[src/rtl/slot_sched_timer.sv]
// TDMA slot scheduler: tick prescaler, slot boundary, DSP slot IRQ,
// programmable in-slot event channels and one-slot length adjustment.
`timescale 1ns/1ps

module slot_sched_timer #(
    parameter int TICK_DIV = 2000,
    parameter int LEN_W    = 15,
    parameter int SLOT_LEN = 1625,
    parameter int NUM_EVT  = 4,
    parameter int IRQ_W    = 100
) (
    input  logic                     clk_50mhz,
    input  logic                     cfg_rst,
    input  logic                     start,
    input  logic                     adj_en,
    input  logic [LEN_W-1:0]         adj_len,
    input  logic [NUM_EVT*LEN_W-1:0] evt_off,
    input  logic [NUM_EVT-1:0]       evt_mode,
    output logic                     slot_pulse,
    output logic                     slot_irq,
    output logic [NUM_EVT-1:0]       evt_pulse,
    output logic [NUM_EVT-1:0]       evt_level,
    output logic                     adjusting,
    output logic [LEN_W-1:0]         tick_cnt,
    output logic [15:0]              slot_idx
);

    localparam int PW = $clog2(TICK_DIV);
    localparam int IW = $clog2(IRQ_W + 1);

    localparam logic [PW-1:0]    PRESC_LAST = PW'(TICK_DIV - 1);
    localparam logic [PW-1:0]    PRESC_MID  = PW'(TICK_DIV / 2 - 1);
    localparam logic [LEN_W-1:0] NOM_LEN    = LEN_W'(SLOT_LEN);
    localparam logic [IW-1:0]    IRQ_LOAD   = IW'(IRQ_W - 1);

    logic [PW-1:0]      presc;
    logic [LEN_W-1:0]   cur_len;
    logic [LEN_W-1:0]   adj_len_q;
    logic               pend;
    logic [IW-1:0]      irq_cnt;

    logic               tick_end;
    logic               slot_end;
    logic               mid_tick;
    logic [LEN_W-1:0]   next_len;
    logic [NUM_EVT-1:0] hit;

    always_comb begin
        tick_end = start && (presc == PRESC_LAST);
        slot_end = tick_end && (tick_cnt == cur_len - LEN_W'(1));
        mid_tick = start && (presc == PRESC_MID);
        if (!pend)
            next_len = NOM_LEN;
        else if (adj_len_q == '0)
            next_len = LEN_W'(1);
        else
            next_len = adj_len_q;
    end

    // An offset beyond the current slot length can never match.
    always_comb begin
        hit = '0;
        for (int i = 0; i < NUM_EVT; i++) begin
            hit[i] = mid_tick
                  && (tick_cnt == evt_off[i*LEN_W +: LEN_W])
                  && (evt_off[i*LEN_W +: LEN_W] < cur_len);
        end
    end

    always_ff @(posedge clk_50mhz or posedge cfg_rst) begin
        if (cfg_rst) begin
            presc      <= '0;
            tick_cnt   <= '0;
            slot_idx   <= '0;
            cur_len    <= NOM_LEN;
            adj_len_q  <= '0;
            pend       <= 1'b0;
            adjusting  <= 1'b0;
            slot_pulse <= 1'b0;
            slot_irq   <= 1'b0;
            irq_cnt    <= '0;
            evt_pulse  <= '0;
            evt_level  <= '0;
        end else begin
            slot_pulse <= slot_end;

            if (start)
                presc <= tick_end ? '0 : presc + PW'(1);

            if (tick_end)
                tick_cnt <= slot_end ? '0 : tick_cnt + LEN_W'(1);

            if (slot_end) begin
                slot_idx <= slot_idx + 16'd1;
                cur_len  <= next_len;
            end

            // A request on the boundary edge targets the following boundary.
            if (adj_en) begin
                adj_len_q <= adj_len;
                pend      <= 1'b1;
            end else if (slot_end) begin
                pend <= 1'b0;
            end

            adjusting <= adj_en || (adjusting && !(slot_end && !pend));

            if (slot_end && !adjusting) begin
                slot_irq <= 1'b1;
                irq_cnt  <= IRQ_LOAD;
            end else if (adjusting) begin
                slot_irq <= 1'b0;
                irq_cnt  <= '0;
            end else if (slot_irq) begin
                if (irq_cnt == '0)
                    slot_irq <= 1'b0;
                else
                    irq_cnt <= irq_cnt - IW'(1);
            end

            for (int i = 0; i < NUM_EVT; i++) begin
                evt_pulse[i] <= hit[i] && !(evt_mode[i] && evt_level[i]);
                if (hit[i] && evt_mode[i])
                    evt_level[i] <= 1'b1;
            end
        end
    end

endmodule

[config.mk]
export PLATFORM = sky130hd
export DESIGN_NAME = slot_sched_timer
export DESIGN_NICKNAME = d
export VERILOG_FILES = /design/src/rtl/slot_sched_timer.sv
export SDC_FILE = /design/constraint.sdc
export NUM_CORES = 1
export LEC_CHECK = 0
export CORE_MARGIN = 2
export CORE_UTILIZATION = 48
export CTS_CLUSTER_SIZE = 30
export DETAILED_ROUTE_END_ITERATION = 10
export GPL_TIMING_DRIVEN = 0
export PLACE_DENSITY = 0.77
export SYNTH_ARGS = -nofsm -noshare
export SYNTH_HDL_FRONTEND = slang
export SYNTH_SLANG_ARGS = --single-unit
[constraint.sdc]
create_clock -name clk_50mhz -period 2.7 [get_ports clk_50mhz]
set_input_delay 0.54 -clock clk_50mhz [delete_from_list [all_inputs] [get_ports clk_50mhz]]
set_output_delay 0.54 -clock clk_50mhz [all_outputs]
set_load 0.05 [all_outputs]
==> results.md, run 1 <==
- Reg2reg start: cur_len[1]$_DFFE_PP0P_
- Mean Syn Cell Area: 9.75 µm²
- Worst-path maximum fanout: 7
- Setup TNS: -3.29 ns
- Clock Skew: 0.0140 ns
- Count leader, synth: xnor2_1
- Clock transition at path regs: 0.07 ns
- Wire per inst: 19.9 µm
- Antenna violations before repair: 0
- Register area share after synthesis: 35.4%
- Relative slew slack: 47.5%
- R2R Setup Slk: -0.20 ns
- Routed vias/inst: 5.92
- Hold Fails Final Rpt: 0
- VDD IR max: 433 µV
- CP startpoint kind: flop
- Die H: 120 µm
- Share of post-route cells with drive strength above 1: 18.1%
- Library cells used by synthesis: 62
- Pwr Density: 371 mW/mm²
- Final worst slack: -0.196 ns
- Status: complete, but fails checks
- Inserted Diodes: 0
- Post-route ant nets: 0
- RSZ-0062 raised after global routing: true
- Synth top cells by count: 87 x xnor2_1, 85 x dfrtp_1, 62 x ha_1, 44 x nor2_1, 38 x nand4_1
- Yosys top cell area share: 33.0%
- Root Driver: clkbuf_16
- Post-synth ARST share: 100%
- Worst Hold Class: reg -> reg
- Maxcap violations: 0
- Cells after Synth: 662
- Top post-synthesis cells by area: dfrtp_1 33%, ha_1 12%, xnor2_1 12%, xor2_1 4.1%, nand4_1 3.7%
- Final Max Slew Viols: 0
- Largest net degree at the start of global routing: 45
- Std cell rows: 42
- DR pass1 iterations: 5
- Nets: 968
- Worst EP required: 2.96 ns
- Worst Setup End Kind: flop
- Reg2reg path depth: 9
- Slew at the pin closest to its max-slew limit: 0.788 ns
- Arr. time, crit path: 3.16 ns
- H-tree Lvls: 3
- Main flop type after synthesis: dfrtp_1
- Num ports: 125
- Core area: 0.0132 mm²
- DRT iter0 DRCs: 479
- Number of filler cells placed in the layout: 1020
- Area added between synthesis and finish: 36.8%
- Net count after synthesis: 807
- Clock tree sinks: 91
- RD Place Congestion: 0.961
- Total CTS buffers: 9
- Total number of vias: 5948
- Worst hold stages: 1
- Crit Path Class: reg -> reg
- Bufs on Longest Clock Path: 2
- Total GRT Usage: 28.1%
- First-pass GRT wire length: 31300 µm
- Final HPWL DP: 14100 µm
- Final setup viols: 53
- Number of remaining DRC errors: 0
- Crit path time final: 2.90 ns
- Worst-Skew Late Latency: 0.36 ns
- Hold Startpoint: slot_idx[15]$_DFFE_PP0P_
- YS warnings: 0
- EDFF count, synth: 0
- Final Cycle Share: 107%
- Vias in the first global route: 6224
- Area leader, netlist: dfrtp_1
- Starting Density: 48.9%
- Leakage power: 3.75 nW
- Die X: 120 µm
- Port bufs: 123
- #FFs+latches synth: 91
- Total wire length: 20000 µm
- Max Fclk: 345 MHz
- Hold Path End: slot_idx[15]$_DFFE_PP0P_
- Failing checks: setup timing
- Reg2reg end: cur_len[0]$_DFFE_PP1P_
- DP Worst Slack: -0.979 ns
- Die ar.: 0.0144 mm²
- CTS tree: yes
- Post-synthesis cell area: 0.00645 mm²
- Total congestion overflow: 0
==> power by group <==
| part | switching [mW] | total, mW | internal [mW] |
|---|---|---|---|
| Clock | 0.593 | 1.32 | 0.731 |
| Combinational | 0.200 | 0.451 | 0.251 |
| Sequential | 0.0690 | 1.50 | 1.43 |
| Total | 0.862 | 3.28 | 2.42 |
==> layer usage <==
layer,up-vias,part of all wire [%],GRT usage [%]
li1,2709,-,-
met2,264,47,46.0
met5,-,0,0
met1,2906,41,34.7
met4,0,4.6,15.2
met3,69,7.3,5.89
==> sequential cells by signal, indices dropped and copies added (netlist names) <==
name        flops
presc          11
slot_pulse      1
irq_cnt         7
evt_pulse       4
evt_level       4
slot_irq        1
pend            1
tick_cnt       15
adjusting       1
slot_idx       16
adj_len_q      15
cur_len        15
==> layout by cell type (no fill, tap or decap), drive strengths merged, types with 6 or more instances in the layout <==
| master | n |
|---|---|
| a21o | 15 |
| a21oi | 22 |
| and3 | 9 |
| buf | 43 |
| clkbuf | 23 |
| clkdlybuf4s50 | 122 |
| dfrtp | 85 |
| dfstp | 6 |
| ha | 62 |
| inv | 26 |
| mux2 | 16 |
| nand2 | 36 |
| nand3 | 17 |
| nand4 | 38 |
| nor2 | 44 |
| nor2b | 8 |
| nor3 | 10 |
| nor4 | 15 |
| o21ai | 20 |
| or3 | 6 |
| or4 | 10 |
| xnor2 | 87 |
| xor2 | 30 |
==> worst max-delay path by stage <==
stage / start / end / slack (ns) / depth (start not counted)
finish: cur_len[1]$_DFFE_PP0P_ / cur_len[0]$_DFFE_PP1P_ / -0.20 / 9
global route: presc[7]$_DFFE_PP0P_ / cur_len[0]$_DFFE_PP1P_ / -0.29 / 9
CTS: cur_len[0]$_DFFE_PP1P_ / cur_len[5]$_DFFE_PP0P_ / -0.09 / 11
detailed placement: start / slot_idx[7]$_DFFE_PP0P_ / -0.98 / 9
global placement: start / tick_cnt[1]$_DFFE_PP0P_ / -1.09 / 7
floorplan: cur_len[0]$_DFFE_PP1P_ / slot_idx[7]$_DFFE_PP0P_ / -0.08 / 8
==> critical path: stages (launching register included) <==
cell       delay, ns
dfrtp_2         0.44
or4_4           0.52
or3_4           0.36
a2111oi_4       0.32
o2111ai_2       0.19
nor4_4          0.25
buf_6           0.20
buf_4           0.15
buf_16          0.11
mux2i_1         0.27
==> logic make-up after synthesis <==
logic type | Yosys count | share of synthesized area, %
flip-flops | 91 | 35.4
multiplexers | 21 | 3.57
AO/OA/AOI/OAI | 99 | 10.7
adder cells (fa/ha/maj) | 62 | 12.0
buffers and inverters | 55 | 3.59
XOR/XNOR | 117 | 15.9
AND/OR/NAND/NOR | 217 | 18.8
==> cell type report <==
class	instances	area (µm²)	share of cell area (%)
inverters	25	101	1.15
clock buffers	9	225	2.55
clock inverters	7	81.3	0.921
flip-flops and latches	91	2290	26.0
well taps	176	220	2.49
repair buffers	157	1590	18.0
multi-input cells	516	4180	47.4
plain buffers	23	135	1.53
==> metrics by stage <==
| step | utilization (%) | area, µm² | hold slack [ns] | power, mW | cells |
|---|---|---|---|---|---|
| 2_1_floorplan | - | 6490 | 0.479 | 1.74 | 662 |
| 3_3_place_gp | 60.2 | 7940 | 0.466 | 1.93 | 961 |
| 3_5_place_dp | 60.5 | 7980 | 0.474 | 1.96 | 963 |
| 4_1_cts | 65.3 | 8610 | 0.490 | 3.29 | 994 |
| 5_1_grt | 66.9 | 8830 | 0.516 | 3.41 | 1004 |
| 6_report | 66.9 | 8830 | 0.482 | 3.28 | 1004 |
==> what timing repair did <==
| action | 4_1_cts | 5_1_grt |
|---|---|---|
| resized for setup | 46 | 38 |
| setup buffers | 15 | 13 |
| pin swaps | 32 | 18 |
| gates cloned | 3 | 1 |
| setup endpoints to repair | 57 | 59 |
| hold buffers | 0 | 0 |
Power figures use the tool's default switching activity.
==> run 2: changes to the inputs <==
==> constraint.sdc (replaced) <==
create_clock -name clk_50mhz -period 2.7 [get_ports clk_50mhz]
set_input_delay 0.27 -clock clk_50mhz [delete_from_list [all_inputs] [get_ports clk_50mhz]]
set_output_delay 0.27 -clock clk_50mhz [all_outputs]
set_load 0.05 [all_outputs]
==> run 2 against run 1 <==
Effect of this change:
- the flow still finishes with violations (setup timing)
- combinational power is 0.9% higher
- clock power hardly changed
- via count is 0.39% higher
- non-clock buffer count is 2 lower
- critical endpoint is now cur_len[11]$_DFFE_PP0P_
- largest power group unchanged
==> results.md, run 2 (same netlist as run 1, synthesis figures left out) <==
- Status: complete, but fails checks
- Failing checks: setup timing
- Worst EP required: 2.95 ns (about the same)
- Pwr Density: 371 mW/mm² (about the same)
- Max Fclk: 354 MHz (+2.4%)
- Crit path cell chain: inv_2 -> ha_4 -> buf_12 -> nor3b_2 -> nand2_1 -> nor4_1 -> nor2_2 -> nor4_4 -> buf_6 -> buf_8 -> nor2_1 -> a31o_1
- Seq. cell area: 0.00229 mm² (-0.11%)
- Number of remaining DRC errors: 0 (unchanged)
- Final HPWL DP: 14100 µm (unchanged)
- Reg2reg end: cur_len[11]$_DFFE_PP0P_
- Reg2reg path depth: 12 (+3)
- Total number of vias: 5971 (+0.39%)
- Largest net degree at the start of global routing: 45 (unchanged)
- Total CTS buffers: 9 (unchanged)
- Most frequent cells in the layout: 123 x clkdlybuf4s50_1, 85 x xnor2_1, 81 x dfrtp_1
- Routed vias/inst: 5.96 (+0.59%)
- VDD IR max: 439 µV (+1.4%)
- Core area: 0.0132 mm² (unchanged)
- Final Max Slew Viols: 0 (unchanged)
- Reg2reg start: cur_len[1]$_DFFE_PP0P_
- Port bufs: 123 (unchanged)
- Arr. time, crit path: 3.08 ns (-0.08 ns)
- CTS tree: yes
- Total wire length: 20100 µm (+0.32%)
- Total GRT Usage: 28.3% (+0.16 points)
- DP Worst Slack: -0.709 ns (+0.270 ns)
- R2R Setup Slk: -0.13 ns (+0.07 ns)
- Die X: 120 µm (unchanged)
- First-pass GRT wire length: 31500 µm (+0.77%)
- Antenna violations before repair: 0 (unchanged)
- Worst Hold Class: in -> async
- Hold Fails Final Rpt: 0 (unchanged)
- RD Place Congestion: 0.961 (unchanged)
- Worst-path maximum fanout: 10 (+3)
- Placed cell area: 0.00798 mm² (unchanged)
- Post-route ant nets: 0 (unchanged)
- Final setup viols: 48 (-9.4%)
- Fin util: 67.2% (+0.23 points)
- Slowest cell on crit path: dfrtp_1
- Clock transition at path regs: 0.07 ns (about the same)
- Bufs on Longest Clock Path: 2 (unchanged)
- CP max stage delay: 0.43 ns (-0.09 ns)
- Final Cycle Share: 105% (-2.5 points)
- Clock Skew: 0.00909 ns (-0.00493 ns)
- Worst-Skew Late Latency: 0.36 ns (about the same)
- Number of filler cells placed in the layout: 1003 (-1.7%)
- Share of post-route cells with drive strength above 1: 18.6% (+0.53 points)
- Die H: 120 µm (unchanged)
- Relative slew slack: 51.6% (+4.1 points)
- Max reg flops: 16 (unchanged)
- DRT iter0 DRCs: 486 (+1.5%)
- Wire per inst: 20.0 µm (+0.53%)
- Die ar.: 0.0144 mm² (unchanged)
- RSZ-0062 raised after global routing: true
- Cell area after layout: 0.00886 mm² (+0.34%)
- H-tree Lvls: 3 (unchanged)
- Starting Density: 48.9% (unchanged)
- Worst Setup End Kind: flop
- Root Driver: clkbuf_16
- Crit Path Class: reg -> reg
- Final worst slack: -0.128 ns (+0.0680 ns)
- Power, Total: 3.29 mW (+0.25%)
- Inserted Diodes: 0 (unchanged)
- Clock tree sinks: 91 (unchanged)
- Area added between synthesis and finish: 37.3%
- Num ports: 125 (unchanged)
- DR pass1 iterations: 5 (unchanged)
- Total congestion overflow: 0 (unchanged)
- Std cell rows: 42 (unchanged)
- Area occupied by multi-input gates: 0.00422 mm² (+0.87%)
- Leakage power: 3.76 nW (+0.22%)
- Nets: 966 (-0.21%)
- Slew at the pin closest to its max-slew limit: 0.727 ns (-0.0617 ns)
- Maxcap violations: 0 (unchanged)
- Commonest non-fill, non-tap cell in the layout: clkdlybuf4s50_1
- Vias in the first global route: 6266 (+0.67%)
- Reg with most FFs: slot_idx
- CP startpoint kind: flop
- Crit path time final: 2.83 ns (-0.0680 ns)
## run 2: where the power goes
group	switching [mW]	internal, mW
logic	0.200	0.255
registers	0.0700	1.43
clock network	0.596	0.731
## run 2: worst max-delay path by stage
stage                            from                       end  slack [ns]
2_1_floorplan  cur_len[0]$_DFFE_PP1P_   slot_idx[7]$_DFFE_PP0P_       -0.08
5_1_grt        cur_len[1]$_DFFE_PP0P_  slot_idx[13]$_DFFE_PP0P_       -0.24
4_1_cts        cur_len[1]$_DFFE_PP0P_  slot_idx[10]$_DFFE_PP0P_       -0.14
6_report       cur_len[1]$_DFFE_PP0P_   cur_len[11]$_DFFE_PP0P_       -0.13
3_3_place_gp                    start   tick_cnt[1]$_DFFE_PP0P_       -0.82
3_5_place_dp                    start   slot_idx[7]$_DFFE_PP0P_       -0.71
## run 2: critical path: cells and delay by family, from the launching register on
family                   cells  cell delay (ns)
AND/OR/NAND/NOR              6             1.22
buffers and inverters        4             0.66
flip-flops                   1             0.43
adder cells (fa/ha/maj)      1             0.20
AO/OA/AOI/OAI                1             0.20
## run 2: layout make-up
class	count	area share, %
Buffer	20	1.47
Clock buffer	9	2.54
Clock inverter	7	0.918
Inverter	25	1.14
Multi-Input combinational cell	516	47.6
Sequential cell	91	25.8
Tap cell	176	2.49
Timing Repair Buffer	158	18.0
## run 2: timing repair
item,CTS,global route
gates cloned,2,1
pin swaps,25,35
gates resized for setup,44,45
hold endpoints to repair,0,0
buffers inserted,18,12
setup endpoints to repair,57,59
hold buffers,0,0
## run 2: per-layer routing
layer,GRT usage (%),part of all wire [%]
met1,35.3,40
met5,0,0
met2,45.6,47
met4,16.2,4.7
met3,5.70,8.3
## run 2: metrics by stage
step,hold slack [ns],TNS [ns],std cells
2_1_floorplan,0.378,-0.709,662
3_3_place_gp,0.466,-31.87,961
3_5_place_dp,0.474,-31.97,963
4_1_cts,0.262,-4.03,996
5_1_grt,0.280,-7.90,1002
6_report,0.254,-2.66,1002
==> run 3: changes to the inputs <==
--- a/config.mk
+++ b/config.mk
@@ -5,8 +5,9 @@
 export SDC_FILE = /design/constraint.sdc
 export NUM_CORES = 1
 export LEC_CHECK = 0
+export ABC_AREA = 1
 export CORE_MARGIN = 2
-export CORE_UTILIZATION = 48
+export CORE_UTILIZATION = 49
 export CTS_CLUSTER_SIZE = 30
 export DETAILED_ROUTE_END_ITERATION = 10
 export GPL_TIMING_DRIVEN = 0
==> run 3 against run 2 <==
Effect of this change:
- the run now ends clean
- maximum frequency up 16%
- non-clock buffer count decreased by 26
- utilization fell by 5.3 points
- worst setup slack improved by 0.40 ns
- routed wire length grew 4.7%
- clock power is 9% lower
- total power shrank 3.6%
- critical path type unchanged
- largest cell class unchanged
- largest power group unchanged
- highest routed layer unchanged
==> results.md, run 3 <==
- Status: finished clean
- Std cell rows: 44 (+4.8%)
- Mean Syn Cell Area: 7.18 µm² (-26%)
- CTS tree: yes
- Starting Density: 49.5% (+0.63 points)
- DR pass1 iterations: 5 (unchanged)
- Yosys top cell area share: 29.9% (-3.1 points)
- Largest net degree at the start of global routing: 59 (+31%)
- Area occupied by multi-input gates: 0.00418 mm² (-0.98%)
- Placed cells: 1300 (+35%)
- Wire per inst: 16.0 µm (-20%)
- H-tree Lvls: 3 (unchanged)
- #FFs+latches synth: 91 (unchanged)
- Total CTS buffers: 9 (unchanged)
- Worst EP required: 2.94 ns (about the same)
- YS warnings: 0 (unchanged)
- Post-route ant nets: 0 (unchanged)
- Commonest non-fill, non-tap cell in the layout: nand2_1
- Core area: 0.0144 mm² (+8.9%)
- Inserted Diodes: 0 (unchanged)
- Max reg flops: 16 (unchanged)
- Nets: 1272 (+32%)
- Routed vias/inst: 5.44 (-8.6%)
- Worst-path maximum fanout: 10 (unchanged)
- Vias in the first global route: 6696 (+6.9%)
- Final worst slack: 0.268 ns (+0.396 ns)
- Max Fclk: 411 MHz (+16%)
- Antenna violations before repair: 0 (unchanged)
- Total GRT Usage: 27.5% (-0.82 points)
- Worst-Skew Late Latency: 0.36 ns (about the same)
- Number of filler cells placed in the layout: 1320 (+32%)
- Reg with most FFs: slot_idx
- Top post-synthesis cells by area: dfrtp_1 30%, nand2_1 14%, ha_1 11%, inv_1 5.7%, nor2_1 4.4%
- Total congestion overflow: 0 (unchanged)
- Total number of vias: 7165 (+20%)
- EDFF count, synth: 0 (unchanged)
- Count leader, synth: nand2_1
- Post-synthesis cell area: 0.00712 mm² (+10%)
- Post-synth ARST share: 100% (unchanged)
- Met3 Wirelength: 1900 µm (+15%)
- Slew at the pin closest to its max-slew limit: 0.551 ns (-0.175 ns)
- Final setup viols: 0 (-100%)
- Bufs on Longest Clock Path: 2 (unchanged)
- Root Driver: clkbuf_16
- Net count after synthesis: 1137 (+41%)
- Worst Setup End Kind: flop
- Die X: 125 µm (+3.8%)
- Die ar.: 0.0155 mm² (+7.8%)
- Cells after Synth: 992 (+50%)
- DRT iter0 DRCs: 581 (+20%)
- Share of post-route cells with drive strength above 1: 7.86% (-11 points)
- M1 WL: 8990 µm (+11%)
- Pwr Density: 356 mW/mm² (-3.9%)
- Non-Filler Instances: 1316 (+31%)
- Number of remaining DRC errors: 0 (unchanged)
- Seq. cell area: 0.00228 mm² (-0.22%)
- Clock tree sinks: 91 (unchanged)
- Worst Hold Class: in -> reg
- Final Cycle Share: 90.1% (-15 points)
- Die H: 125 µm (+3.8%)
- VDD IR max: 280 µV (-36%)
- Main flop type after synthesis: dfrtp_1
- WHS: 0.182 ns (-0.0725 ns)
- Total wire length: 21000 µm (+4.7%)
- Maxcap violations: 0 (unchanged)
- Num ports: 125 (unchanged)
- Synth top cells by count: 258 x nand2_1, 109 x inv_1, 85 x dfrtp_1, 84 x nor2_1, 62 x ha_1
- CP startpoint kind: flop
- Final Max Slew Viols: 0 (unchanged)
- First-pass GRT wire length: 34100 µm (+8.2%)
- Top sig layer: met4
- Post-CTS Resized: 0 (-100%)
- RD Place Congestion: 0.971 (+1.1%)
- Arr. time, crit path: 2.68 ns (-0.40 ns)
- Register area share after synthesis: 32.1% (-3.3 points)
- Relative slew slack: 63.2% (+12 points)
- Area added between synthesis and finish: 24.9%
- Area leader, netlist: dfrtp_1
- Hold Fails Final Rpt: 0 (unchanged)
- RSZ-0062 raised after global routing: false
- Port bufs: 123 (unchanged)
- Met2 wire length: 9430 µm (+0.88%)
- DP Worst Slack: 0.260 ns (+0.968 ns)
- Setup bufs post-CTS: 0 (-18)
- Most frequent cells in the layout: 258 x nand2_1, 123 x clkdlybuf4s50_1, 107 x inv_1
- Final HPWL DP: 16300 µm (+15%)
- Hold_buf cts: 0 (unchanged)
- Clock transition at path regs: 0.07 ns (about the same)
- Clock Skew: 0.0140 ns (+0.00487 ns)
- Library cells used by synthesis: 42 (-32%)
- Crit path time final: 2.43 ns (-0.396 ns)
- Leakage power: 4.24 nW (+13%)
- Crit Path Class: reg -> reg
run 3: changes by cell type in the layout (fill, tap and decap cells not counted), sizes merged, moves of 15 or more:
cell	before	now
buf	44	23
a21oi	22	42
nand2	36	263
inv	26	133
nand3	17	59
xnor2	87	27
a21o	15	0
nor2	44	94
mux2	16	0
o21ai	20	56
run 3: cell type report:
cell class / instances / area share (%)
plain buffers: 28 / 1.76
clock buffers: 11 / 2.73
clock inverters: 5 / 0.422
inverters: 133 / 5.64
multi-input cells: 740 / 47.0
flip-flops and latches: 91 / 25.7
well taps: 184 / 2.59
repair buffers: 124 / 14.2
run 3: path summary, 6_finish.rpt:
check                                         startpoint                       end  slack (ns)  cells past startpoint
worst max-delay path              cur_len[0]$_DFFE_PP1P_  slot_idx[13]$_DFFE_PP0P_        0.27                     13
max in group asynchronous                        cfg_rst    cur_len[3]$_DFFE_PP1P_        1.75                      3
worst min-delay path                               start      presc[3]$_DFFE_PP0P_        0.18                      2
worst max register to register    cur_len[0]$_DFFE_PP1P_  slot_idx[13]$_DFFE_PP0P_        0.27                     13
worst min register to register  evt_level[0]$_DFFE_PP0P_    evt_pulse[0]$_DFF_PP0_        0.47                      1
min in group asynchronous                        cfg_rst    irq_cnt[4]$_DFFE_PP0P_        0.28                      2
run 3: worst max-delay path, stage by stage, from the launching register on:
cell and delay (ns):
dfstp_2 0.59, inv_2 0.11, ha_1 0.26, nand2_2 0.15
nor2_4 0.07, nand2_1 0.06, nand2_1 0.06, nand3_1 0.16
nand2_1 0.07, nor2_1 0.11, nand3_2 0.16, buf_2 0.25
o21ai_0 0.19, nand2_1 0.08
run 3: metal layers:
| metal | up-vias | GRT usage [%] |
|---|---|---|
| met4 | 0 | 11.8 |
| met5 | - | 0 |
| met3 | 51 | 6.10 |
| li1 | 3529 | - |
| met2 | 338 | 43.5 |
| met1 | 3247 | 36.3 |
run 3: logic make-up after synthesis:
group,synth area share [%]
and+or+nand+nor,30.9
buffers and inverters,9.21
adders and majority gates,10.9
xor gates and xnor gates,6.52
DFF,32.1
AOI/OAI and AO/OA,10.3
run 3: where the power goes:
part           internal, mW  switching [mW]
Sequential             1.42          0.0599
Combinational         0.231           0.243
Clock                 0.653           0.558
run 3: per-stage QoR:
| stage | setup TNS, ns | area, µm² | total power [mW] | utilization (%) |
|---|---|---|---|---|
| final | 0 | 8890 | 3.17 | 61.9 |
| after global routing | 0 | 8890 | 3.32 | 61.9 |
| after floorplan | 0 | 7120 | 1.76 | - |
| after detailed placement | 0 | 8610 | 1.98 | 59.9 |
| after CTS | 0 | 8890 | 3.18 | 61.9 |
| after global placement | -118.09 | 8580 | 1.96 | 59.7 |
==> RTL edit 1, RTL diff (flow settings as in run 2) <==
Remove the register `slot_pulse`: a continuous assignment takes its place, so the output `slot_pulse` follows one clock earlier.
--- a/src/rtl/slot_sched_timer.sv
+++ b/src/rtl/slot_sched_timer.sv
@@ -78,3 +78,2 @@
             adjusting  <= 1'b0;
-            slot_pulse <= 1'b0;
             slot_irq   <= 1'b0;
@@ -84,3 +83,2 @@
         end else begin
-            slot_pulse <= slot_end;
 
@@ -128,2 +126,4 @@
 
+    assign slot_pulse = slot_end;
+
 endmodule
Check against the original RTL: same outputs for any inputs over 10 cycles, from zero or initial values and one cycle with cfg_rst high; that may be too few to reach the edited logic, so the function may still have changed.
==> RTL edit 1 against run 2 <==
  * Core utilization grew 1.1 points
  * Sequential share of layout area shrank 0.58 points
  * Register-to-register slack lost 0.18 ns
  * Power shrank 3.5%
  * The flow still finishes with violations (negative setup slack)
  * Critical path type is now register to primary output
  * Routed wire length grew 6.7%
  * Fmax shrank 9.5%
  * Worst setup slack lost 0.30 ns
  * Design area grew 1.2%
  * Hold slack gained 0.067 ns
  * Sequential cell count shrank 1
  * Area after synthesis shrank 0.39%
==> RTL edit 1: results (changes against run 2) <==
GRT
  – Largest net degree at the start of global routing: 37 (-18%)
  – Number of antenna violations at the first check in global routing: 0 (unchanged)
  – Vias in the first global route: 6376 (+1.8%)
  – Gr usage total: 30.31% (+2.0 points)
  – First-pass GRT wire length: 33.38 mm (+5.9%)
  – GRT met3 Usage: 6.036% (+0.33 points)
  – Met1 global-route usage: 36.81% (+1.5 points)
  – Met2 Resource Use GR: 50.39% (+4.8 points)

Layout
  – Layout cells sized above 1: 19.61% (+0.97 points)
  – Nets: 971 (+0.52%)
  – Fill cells: 975 (-2.8%)
  – Non-filler instance count after layout: 1007 (+0.50%)
  – Ant. Diodes: 0 (unchanged)

Routing
  – Avg WL per Cell: 21.27 um (+6.2%)
  – Pre-antenna DRT Iters: 4 (-1)
  – DRC: 0 (unchanged)
  – Vias per inst: 5.997 (+0.64%)
  – Drt first-iter violations: 396 (-19%)

Timing
  – Final setup fails: 57 (+19%)
  – Clock Skew: 0.01531 ns (+0.006222 ns)
  – Worst Tran Pin Value: 0.7579 ns (+0.03131 ns)
  – Setup TNS: -12.15 ns (-9.486 ns)
  – Hold WS: 0.3216 ns (+0.06707 ns)
  – Setup WS post-layout: -0.4257 ns (-0.2975 ns)

Critical path
  – Reg2reg end: irq_cnt[5]$_DFFE_PP0P_
  – Critical Path AT: 2.86 ns (-0.22 ns)
  – Slowest cell on crit path: dfstp_2
  – Worst-path maximum fanout: 7 (-3)
  – Slowest stage delay, CP: 0.58 ns (+0.15 ns)
  – R2R depth: 11 (-1)
  – Critical Path Start: cur_len[0]$_DFFE_PP1P_
  – Critical Path Sink: slot_pulse
  – Reg2reg setup slack: -0.31 ns (-0.18 ns)

Power
  – Leak pwr: 0.003779 uW (+0.62%)
  – VDD IR max: 0.0003071 V (-30%)
  – Switching Share: 26.82% (+0.47 points)

Synth
  – Commonest cells in the netlist: xnor2_1 (87), dfrtp_1 (84), ha_1 (62), nor2_1 (44), nand4_1 (38)
  – Yosys cell types: 62 (unchanged)
  – Top area cells in the synthesized netlist: dfrtp_1 (33%), ha_1 (12%), xnor2_1 (12%), xor2_1 (4.1%), nand4_1 (3.7%)
  – Ys async rst share: 100.0% (unchanged)
  – Mapped Nets: 806 (-0.12%)
  – Mean post-synth cell area: 9.724 sq um (-0.24%)
  – Seq/Total Area, Yosys: 35.16% (-0.25 points)

Floorplan
  – DIE AREA: 14330 sq um (-0.37%)

Placement
  – Pre-CTS WS: -1.215 ns (-0.5069 ns)
  – Port bufs: 123 (unchanged)
  – RePlAce Congestion: 0.9493 (-1.2%)
  – Final HPWL DP: 15.16 mm (+7.4%)
  – Placed inst area: 7970 sq um (-0.17%)
  – Placed Cells: 962 (-0.10%)

Status
  – Failing checks: negative setup slack
  – Status: finished, violations left

CTS
  – Root Buffer: clkbuf_16
  – Clock transition at path regs: 0.07 ns (about the same)
  – CTS Buf Count: 9 (unchanged)
RTL edit 1: cell types whose count changed in the layout (fill, tap and decap cells not counted), sizes merged:
cell / delta
clkdlybuf4s50: -1
buf: +6
clkbuf: +3
clkinv: +1
bufinv: -1
dfrtp: -1
inv: -2
RTL edit 1: power by group through the flow:
stage,registers [uW],logic [uW],clock network [uW]
floorplan,1490,233,0
CTS,1490,449,1230
detailed placement,1520,441,0
global placement,1510,415,0
finish,1490,449,1230
global route,1500,494,1300
RTL edit 1: kinds of logic (layout without fill, tap and decap cells):
logic type                 count (synthesis)  count (layout)  share of synthesized area, %
AOI/OAI and AO/OA                         99              99                         10.77
xor gates and xnor gates                 117             117                         15.94
adders and majority gates                 62              62                         12.07
buffers and inverters                     55             225                         3.601
DFF                                       90              90                         35.16
muxes                                     21              21                         3.582
and+or+nand+nor                          217             217                         18.88
RTL edit 1: final cells by class:
class	count	area, sq um	share of cell area, %
repair buffers	163	1663	18.54
flip-flops and latches	90	2266	25.26
well taps	176	220.2	2.455
clock inverters	5	37.54	0.4185
multi-input cells	516	4304	47.98
inverters	25	105.1	1.172
plain buffers	21	131.4	1.465
clock buffers	11	242.7	2.706
RTL edit 1: critical path, delay by kind of cell, from the launching register on:
kind / cells / cell delay, ns
DFF: 1 / 0.58
buffers and inverters: 2 / 0.30
adders and majority gates: 1 / 0.21
AOI/OAI and AO/OA: 2 / 0.28
and+or+nand+nor: 4 / 1.12
RTL edit 1: metal layers:
layer  vias up  part of all wire (%)
met2       301                    48
met3        85                   7.3
li1       2709                     -
met4         0                   4.6
met1      2944                    40
met5         -                     0
RTL edit 1: timing repair:
item | CTS | global route
pin swaps | 33 | 30
setup buffers | 25 | 10
cloned | 6 | 0
setup endpoints to repair | 57 | 59
gates resized for setup | 82 | 34
==> RTL edit 2, RTL diff (config.mk and constraints of run 2) <==
Made on the original files. `TICK_DIV`: 2000 -> 8000.
--- a/src/rtl/slot_sched_timer.sv
+++ b/src/rtl/slot_sched_timer.sv
@@ -5,3 +5,3 @@
 module slot_sched_timer #(
-    parameter int TICK_DIV = 2000,
+    parameter int TICK_DIV = 8000,
     parameter int LEN_W    = 15,
Formal check against the unedited RTL: same outputs for any inputs over 10 cycles, from zero or initial values and one cycle with cfg_rst high; that may be too few to reach the edited logic, so the function may still have changed.
==> RTL edit 2 against run 2 <==
  * The run still ends with negative setup slack left
  * Critical path depth unchanged
  * Design area up 3.6%
  * Area after synthesis up 1.1%
  * Sequential share of layout area down 0.34 points
  * Power down 0.92%
  * Worst setup slack worse by 0.16 ns
  * Sequential cell count up 2
  * Routed wire length up 3.8%
==> RTL edit 2: results (changes against run 2) <==
Status
  – Status: finished, violations left
  – Failing checks: negative setup slack

Critical path
  – Critical Path AT: 3.25 ns (+0.17 ns)
  – Slowest stage delay, CP: 0.58 ns (+0.15 ns)
  – Worst-path maximum fanout: 10 (unchanged)
  – Slowest cell on crit path: or4_4
  – Setup crit start kind: register
  – Reg-to-reg startpoint: cur_len[1]$_DFFE_PP0P_

Synth
  – Number of synthesis warnings: 0 (unchanged)
  – Top area cells in the synthesized netlist: dfrtp_1 (33%), ha_1 (12%), xor2_1 (8.9%), xnor2_1 (7.8%), mux2_2 (2.8%)
  – Ys flop type: dfrtp_1
  – Yosys cell types: 59 (-4.8%)
  – Commonest cells in the netlist: dfrtp_1 (87), xor2_1 (66), ha_1 (62), xnor2_1 (58), nor2_1 (45)
  – Mapped Nets: 822 (+1.9%)
  – Ys async rst share: 100.0% (unchanged)
  – Seq/Total Area, Yosys: 35.79% (+0.38 points)

CTS
  – H-tree Lvls: 3 (unchanged)
  – Clock Latency Late Sink: 0.36 ns (about the same)
  – Root Buffer: clkbuf_16
  – CTS Buf Count: 9 (unchanged)
  – Clock transition at path regs: 0.07 ns (about the same)
  – Clock Path Buffers: 2 (unchanged)

Placement
  – RePlAce Congestion: 0.8847 (-7.9%)
  – Placed inst area: 8177 sq um (+2.4%)
  – Final HPWL DP: 14.39 mm (+1.9%)
  – Pre-CTS WS: -0.9575 ns (-0.2490 ns)
  – Port bufs: 123 (unchanged)

Routing
  – Post-Route WL: 20.84 mm (+3.8%)
  – Drt first-iter violations: 451 (-7.2%)
  – Pre-antenna DRT Iters: 5 (unchanged)
  – Vias per inst: 6.008 (+0.82%)
  – DRC: 0 (unchanged)

Timing
  – Setup TNS: -7.338 ns (-4.673 ns)
  – Final setup fails: 56 (+17%)
  – Slew HR: 46.04% (-5.5 points)
  – Clock Skew: 0.007888 ns (-0.001200 ns)
  – Setup WS post-layout: -0.2860 ns (-0.1578 ns)
  – Hold Fails Final Rpt: 0 (unchanged)

Layout
  – Ant. Diodes: 0 (unchanged)
  – Layout cells sized above 1: 20.55% (+1.9 points)
  – Biggest register: slot_idx
  – Max reg flops: 16 (unchanged)
  – Nets: 977 (+1.1%)

GRT
  – Gr usage total: 28.72% (+0.44 points)
  – Number of antenna violations at the first check in global routing: 0 (unchanged)
  – Vias in the first global route: 6153 (-1.8%)
  – First-pass GRT wire length: 32.04 mm (+1.6%)
  – Largest net degree at the start of global routing: 69 (+53%)

Power
  – Leak pwr: 0.004179 uW (+11%)
  – VDD IR max: 0.0003882 V (-12%)

Worst hold path
  – Worst min path class: input pin to asynchronous set/reset pin
-- RTL edit 2: changes by cell type after synthesis, moves of 5 or more --
cell / before / now
nor2b_1: 8 / 3
nand3_1: 17 / 34
a21oi_1: 22 / 30
nor3_1: 9 / 16
xor2_1: 30 / 66
nand2b_1: 3 / 8
nor4_1: 13 / 18
xnor2_1: 87 / 58
mux2i_1: 5 / 0
or4_1: 9 / 1
nand4_1: 38 / 28
inv_1: 25 / 31
nand2_1: 36 / 29
-- RTL edit 2: worst paths after layout --
kind                                                   to  depth (start not counted)  slack, ns
min in group clk_50mhz          adj_len_q[13]$_DFFE_PP0P_                          2       0.42
worst max-delay path               cur_len[4]$_DFFE_PP1P_                         12      -0.29
worst max register to register     cur_len[4]$_DFFE_PP1P_                         12      -0.29
max in group asynchronous          cur_len[9]$_DFFE_PP1P_                          3       1.77
worst min-delay path              slot_idx[8]$_DFFE_PP0P_                          2       0.24
worst min register to register   slot_idx[15]$_DFFE_PP0P_                          1       0.49
-- RTL edit 2: critical path: cells and delay by family (launching register included) --
family	cells	cell delay [ns]
and+or+nand+nor	5	1.43
buffers and inverters	4	0.59
DFF	1	0.44
AOI/OAI and AO/OA	2	0.24
adders and majority gates	1	0.18
-- RTL edit 2: cell type report --
cell class,instances,area [sq um]
plain buffers,25,211.5
clock buffers,12,236.5
clock inverters,4,48.80
fillers,932,4060
inverters,31,132.6
multi-input cells,520,4437
flip-flops and latches,93,2342
well taps,176,220.2
repair buffers,152,1554
-- RTL edit 2: power by group --
group          switching (uW)  total [uW]  internal, uW
clock                     559        1280           720
combinational             198         445           246
sequential               69.7        1530          1460
-- RTL edit 2: cells by family (layout without fill, tap and decap cells) --
| logic type | after synthesis | after routing | share of synthesized area, % |
|---|---|---|---|
| AND/OR/NAND/NOR | 217 | 217 | 18.76 |
| XOR/XNOR | 124 | 124 | 16.65 |
| AO/OA/AOI/OAI | 101 | 101 | 10.20 |
| flip-flops | 93 | 93 | 35.79 |
| buffers and inverters | 64 | 224 | 3.951 |
| adder cells (fa/ha/maj) | 62 | 62 | 11.89 |
| multiplexers | 16 | 16 | 2.762 |
-- RTL edit 2: timing repair --
action                                  4_1_cts  5_1_grt
pin swaps                                    16       18
setup buffers                                21        6
hold buffers                                  0        0
endpoints found under the setup margin       56       56
gates cloned                                  3        1
gates resized for setup                      75       63
-- RTL edit 2: per-layer routing --
layer / vias to the layer above / GRT usage, % / part of all wire (%)
li1: 2738 / - / -
met1: 2955 / 36.37 / 40
met2: 310 / 47.63 / 49
met3: 83 / 4.858 / 7.3
met4: 0 / 13.88 / 4.1
met5: - / 0 / 0
-- RTL edit 2: stage by stage --
step,hold WS (ns),std cells
finish,0.2449,1013
global route,0.2959,1013
CTS,0.2552,1013
detailed placement,0.4691,977
global placement,0.4623,976
floorplan,0.3785,677
